[src/rtl/apb_master.sv]
// APB requester: turns a valid/ready command into one APB SETUP/ACCESS transfer,
// decodes a one-hot slave select from the address, bounds the wait on pready with
// a programmable timeout and returns the result on a single-cycle response port.
module apb_master #(
    parameter int          ADDR_W  = 16,
    parameter int          DATA_W  = 16,
    parameter int          NSLV    = 4,
    parameter int          SEL_LSB = 14,
    parameter logic [7:0]  TIMEOUT = 8'd255
) (
    input  logic              pclk,
    input  logic              preset,
    input  logic              cmd_valid,
    output logic              cmd_ready,
    input  logic              cmd_write,
    input  logic [ADDR_W-1:0] cmd_addr,
    input  logic [DATA_W-1:0] cmd_wdata,
    output logic              rsp_valid,
    output logic [DATA_W-1:0] rsp_rdata,
    output logic              rsp_err,
    output logic [ADDR_W-1:0] paddr,
    output logic              pwrite,
    output logic [DATA_W-1:0] pwdata,
    output logic [NSLV-1:0]   psel,
    output logic              penable,
    input  logic [DATA_W-1:0] prdata,
    input  logic              pready
);

    // Width of the slave-index field; a single slave needs no decode at all.
    localparam int IDX_W = (NSLV > 1) ? $clog2(NSLV) : 1;

    typedef enum logic [1:0] {
        IDLE   = 2'd0,
        SETUP  = 2'd1,
        ACCESS = 2'd2
    } state_t;

    state_t     state_reg;
    state_t     state_next;
    logic [7:0] cnt_reg;
    logic       accept;
    logic       done_ok;
    logic       done_err;
    logic       sel_active;

    // The command port is only open in IDLE and is closed while reset is asserted.
    assign cmd_ready  = (state_reg == IDLE) && !preset;
    assign accept     = cmd_valid && cmd_ready;
    assign penable    = (state_reg == ACCESS);
    assign sel_active = (state_reg == SETUP) || (state_reg == ACCESS);

    // One-hot slave select decoded from the held address, live only in SETUP/ACCESS.
    generate
        if (NSLV == 1) begin : g_one_slave
            assign psel = sel_active;
        end else begin : g_multi_slave
            logic [IDX_W-1:0] idx;
            assign idx = paddr[SEL_LSB +: IDX_W];
            for (genvar gi = 0; gi < NSLV; gi++) begin : g_psel
                assign psel[gi] = sel_active && (idx == IDX_W'(gi));
            end
        end
    endgenerate

    // State register.
    always_ff @(posedge pclk) begin
        if (preset) begin
            state_reg <= IDLE;
        end else begin
            state_reg <= state_next;
        end
    end

    // Next-state logic and transfer completion; pready wins over a coincident timeout.
    always_comb begin
        state_next = state_reg;
        done_ok    = 1'b0;
        done_err   = 1'b0;
        case (state_reg)
            IDLE: begin
                if (accept) begin
                    state_next = SETUP;
                end
            end
            SETUP: begin
                state_next = ACCESS;
            end
            ACCESS: begin
                if (pready) begin
                    done_ok    = 1'b1;
                    state_next = IDLE;
                end else if ((TIMEOUT != 8'd0) && (cnt_reg == (TIMEOUT - 8'd1))) begin
                    done_err   = 1'b1;
                    state_next = IDLE;
                end
            end
            default: begin
                // Unreachable encoding: recover silently without a response.
                state_next = IDLE;
            end
        endcase
    end

    // Command capture, wait-cycle counter and response registers.
    always_ff @(posedge pclk) begin
        if (preset) begin
            paddr     <= '0;
            pwrite    <= 1'b0;
            pwdata    <= '0;
            cnt_reg   <= 8'd0;
            rsp_valid <= 1'b0;
            rsp_rdata <= '0;
            rsp_err   <= 1'b0;
        end else begin
            rsp_valid <= 1'b0;
            if (accept) begin
                paddr  <= cmd_addr;
                pwrite <= cmd_write;
                pwdata <= cmd_write ? cmd_wdata : '0;
            end
            if (state_reg == SETUP) begin
                cnt_reg <= 8'd0;
            end else if ((state_reg == ACCESS) && !done_ok && !done_err) begin
                cnt_reg <= cnt_reg + 8'd1;
            end
            if (done_ok) begin
                rsp_valid <= 1'b1;
                rsp_rdata <= pwrite ? '0 : prdata;
                rsp_err   <= 1'b0;
            end else if (done_err) begin
                rsp_valid <= 1'b1;
                rsp_rdata <= '0;
                rsp_err   <= 1'b1;
            end
        end
    end

endmodule

[config.mk]
export PLATFORM = sky130hd
export DESIGN_NAME = apb_master
export DESIGN_NICKNAME = d
export VERILOG_FILES = /design/src/rtl/apb_master.sv
export SDC_FILE = /design/constraint.sdc
export NUM_CORES = 1
export LEC_CHECK = 0
export CELL_PAD_IN_SITES_DETAIL_PLACEMENT = 0
export CELL_PAD_IN_SITES_GLOBAL_PLACEMENT = 1
export CORE_MARGIN = 5
export CORE_UTILIZATION = 29
export DETAILED_ROUTE_END_ITERATION = 6
export PLACE_DENSITY_LB_ADDON = 0.1
export SLEW_MARGIN = 20
export SYNTH_ARGS = -nofsm -noshare
export SYNTH_HDL_FRONTEND = slang
export SYNTH_SLANG_ARGS = --single-unit
[constraint.sdc]
create_clock -name pclk -period 1.75 [get_ports pclk]
set_input_delay 0.175 -clock pclk [delete_from_list [all_inputs] [get_ports pclk]]
set_output_delay 0.175 -clock pclk [all_outputs]
set_load 0.05 [all_outputs]
# == Word level (Yosys, flattened, before mapping) ==
# Cells that the tools add are included.
# totals
ff_bits,61
latchBits,0
ramBits,0
mem_bits_ro,0
inputBits,53
word_cells,50
memories,0
# classes
add_sub_neg,1
mul,0
n_div,0
order_cmp,0
n_eq_ne,8
shifts,0
n_mux,15
bitwise,0
n_reduce_logical,18
# op_table
cell,n
16-bit 2-to-1 mux,4
"8-bit by 1-bit adder with 8-bit output, second input constant",1
"8-bit equality test, second input constant",1
1-bit logical AND,8
1-bit 2-to-1 mux,7
"2-bit equality test, second input constant",3
2-bit 2-to-1 mux,3
2-bit one-hot mux with 3 select lines,1
"2-bit by 1-bit equality test with 1-bit output, second input constant",2
2-bit logical NOT,2
2-bit OR reduction,2
1-bit logical NOT,3
"3-bit by 1-bit inequality test with 1-bit output, second input constant",1
"2-bit inequality test, second input constant",1
2-bit AND reduction,1
2-bit nonzero test,1
1-bit logical OR,1

# == Logic depth before layout (Yosys ltp) ==
# logic_depth
ltp_word,6
mapped_depth,9
depth_no_buf,6

# == Least setup slack after synthesis ==
# Ideal clock, no wire load.
# synth_path
path_type,register to register
start,register state_reg[0]
end,register pwdata[0]
setup_ns,0.132
t_arrival_ns,2.023
required_time_ns,1.618
slack_ns,-0.405
path_stages_with_launch,8
path_buffers,1
period_less_slack_ns,2.155
cell_sequence,dfxtp_1 inv_1 ha_1 nor2b_1 nand2_1 clkbuf_1 nand2_1 a21oi_1
# synth_between
elab_chain_len,3
# synth_lines
element,line,rtl
start: declaration,39,state_t state_reg;
start signal: assignment,71,state_reg <= state_next;
2-bit logical NOT,48,assign cmd_ready = (state_reg == IDLE) && !preset;
1-bit logical AND,48,
via cmd_ready,14,"output logic cmd_ready,"
1-bit logical AND,49,assign accept = cmd_valid && cmd_ready;
end signal: assignment,120,pwdata <= cmd_write ? cmd_wdata : '0;
end: declaration,23,"output logic [DATA_W-1:0] pwdata,"
# The timed path passes the listed nets, and every way through them passes these cells.
# A chain may end at the register's enable or synchronous reset.

# == Worst setup path in the final report ==
# layout_path
start,register paddr[5]
end,output port paddr[5]
# layout_lines
element,line,rtl
start: declaration,21,"output logic [ADDR_W-1:0] paddr,"
start signal: assignment,118,paddr <= cmd_addr;
# No word-level cell between the ends.

==> metrics.txt <==
layout cells sized above 1=between 10% and 20%; Ports=110; Final Slew Violations=0; Adder-Cell Fraction of Synth Area=~3.2%; worst vdd ir=529 uV; die area=around 10000 um2; Avg Cell Area, Syn=approximately 9.2 um2; first-pass GRT wire length=approximately 10000 um; Antenna Nets Post-Route=0; PortBufs=between 100 and 150; routed vias=approximately 2200; depth of the most critical reg-to-reg path=6; cell breakdown of the critical path=clkdlybuf4s50_1; CTS clock-pin slew for the worst setup and hold paths=around 0.07 ns; fin crit period=roughly 1.7 ns; RSZ-0062 raised after global routing=false; largest net degree at the start of global routing=40; Min-Delay Path Depth=3; design area=~4000 um2; max cap viols=0; Clock Latency Late Sink=about 0.33 ns; flops & latches, synth=61; Mapped Cells=260; final setup vio count=0; Crit-path slowest cell=clkdlybuf4s50_1; Critical Path Fanout Max=2; TritonCTS clock tree=built; Vias/cell=4.50; Initial Utilization=29.4%; PD cells=~1200 nW/um2; Syn Nets=319; Clock Tree Root=clkbuf_8; CTS Buf Count=9; Setup Buffers After CTS=0; Critical Path Sink Type=primary output; number of fillers in the final layout=about 770; commonest cells in the netlist=dfxtp_1 (61), nand2_1 (40), a21oi_1 (22); outcome=finished clean; antenna cells=0; sequential area share after synthesis=51.3%; clock sink count=between 60 and 70; Yosys top cell by area=dfxtp_1; most frequent cell after synthesis=dfxtp_1; DR pass1 iterations=4; Min Hold Slack=between 0.3 and 0.4 ns; Rel. slew slack=about 56%; sequential cell area=1220 um2; Synth Area in Compound Gates=between 15 and 20%; Multi-input gate area=roughly 1100 um2; cell family with most CP delay=buffers and inverters; Fmax achieved=between 0.5 and 0.6 GHz; Final GP Congestion=approximately 0.75; Synth async-reset ratio=0%; Die Width=101 um; final core occ=between 40% and 50%; number of H-tree levels=3; mux contribution to synthesized area=0.841%; initial antenna violation count=0; GRT Total Usage=between 10% and 20%; vias in the first global route=2180; DRC violations left=0; actual slew at the worst max-slew pin=between 0.6 and 0.7 ns; combinational family with the most area after synthesis=simple AND/OR/NAND/NOR gates; Post-Synth Simple-Gate Area=22.0%; P&R area growth vs syn=65.0%; Synth top area share=a little over 50%; number of DRC markers in iteration 0=76; slowest stage delay, CP=~0.83 ns; Post-layout nets=432; post-DR wirelength/cell=between 10 and 15 um; number of flops mapped to enable cells by yosys=0; XOR/XNOR Fraction of Synth Area=~1.8%; synth top area cells=dfxtp_1 (51%), nand2_1 (6.3%), a22o_1 (5.9%); Leak Pwr=approximately 1.4 nW; final hold viol count=0; Remaining Overflow, GRT=0; # rows=33; met3 wire length=~610 um; Hold Path Class=in2reg; dpl hpwl=around 4600 um; ys flop type=dfxtp_1; WP buf/inv=1; placed inst area=around 3700 um2; Critical Path Stages=1; post-synth cell types=35; core area=about 8100 um2; die height=101 um; final period utilization=a little over nine tenths; met1 WL=2720 um; clk buf depth=2; Worst Path Arrival=~1.5 ns; Crit Path Class=reg2out; CP required=between 1.5 and 2 ns; CP Launch Type=register; Mapped Area=approximately 2400 um2; biggest regs=paddr x16, pwdata x16, rsp_rdata x16; WL met2=between 3000 and 4000 um; uppermost routed layer=met4; drt total wl=6500 um; clock skew=0.00394 ns; Ys Warns=0
## worst paths after layout
check / start / to / slack (ns)
worst max-delay path: paddr[5] / paddr[5] / 0.07
worst min-delay path: cmd_addr[5] / paddr[5] / 0.39
worst max register to register: state_reg[0] / cnt_reg[7] / 0.13
worst min register to register: pwdata[7] / pwdata[7] / 0.45
## worst register-to-register path, cell delays in order (launching register included)
cell     delay, ns
dfxtp_1       0.34
inv_2         0.12
ha_4          0.19
and2b_4       0.19
o21ai_2       0.08
or4_1         0.49
a21oi_1       0.15
## what timing repair did
| action | 4_1_cts | 5_1_grt |
|---|---|---|
| endpoints found under the setup margin | 19 | 5 |
| resized for setup | 4 | 3 |
| hold buffers | 0 | 0 |
| pin swaps | 0 | 0 |
## logic make-up (layout without fill, tap and decap cells)
| group | count (synthesis) | after routing |
|---|---|---|
| adders and majority gates | 6 | 6 |
| AOI/OAI and AO/OA | 64 | 64 |
| buffers and inverters | 21 | 139 |
| xor gates and xnor gates | 5 | 5 |
| and+or+nand+nor | 101 | 101 |
| DFF | 61 | 61 |
| muxes | 2 | 2 |
## report_power, final
part	switching, mW	internal, mW	leakage, nW	total (mW)
clock network	0.561	0.793	0.105	1.35
logic	1.01	0.709	0.836	1.72
registers	0.103	1.54	0.496	1.64
## layer usage
layer / GRT usage (%) / up-vias
met5: 0 / -
met4: 5.60 / 0
met3: 6.37 / 9
li1: - / 1113
met1: 14.6 / 985
met2: 20.7 / 65
## metrics by stage
| step | worst slack (ns) | cells | TNS [ns] | total power, mW |
|---|---|---|---|---|
| finish | 0.0715 | 483 | 0 | 4.72 |
| global route | 0.0128 | 483 | 0 | 4.97 |
| CTS | 0.0150 | 483 | 0 | 4.80 |
| detailed placement | -0.154 | 467 | -2.33 | 3.34 |
| global placement | -0.151 | 467 | -2.37 | 3.33 |
| floorplan | 0.0301 | 260 | 0 | 2.68 |
## cells in the final DEF, fill, tap and decap left out, types with 2 or more instances in the layout
cell,netlist,routed
a211oi_1,2,2
a21oi_1,22,22
a22o_1,16,16
and3_1,2,2
buf_12,0,7
buf_4,3,13
bufinv_16,0,2
clkbuf_8,0,9
clkdlybuf4s50_1,0,98
clkinv_2,0,3
clkinvlp_4,0,2
dfxtp_1,61,60
ha_1,6,4
ha_4,0,2
inv_1,5,4
mux2i_1,2,2
nand2_1,40,40
nand2b_1,20,20
nand3_1,17,17
nor2_1,10,8
nor2_2,0,2
o211ai_1,3,3
o21ai_0,17,17
xor2_1,4,4
## area by class of cell
class | count | area share (%)
multi-input cells | 178 | 28.6
flip-flops and latches | 61 | 31.1
clock inverters | 7 | 2.29
inverters | 5 | 0.478
repair buffers | 118 | 31.0
well taps | 105 | 3.35
clock buffers | 9 | 3.15
(Power assumes the default switching activity.)
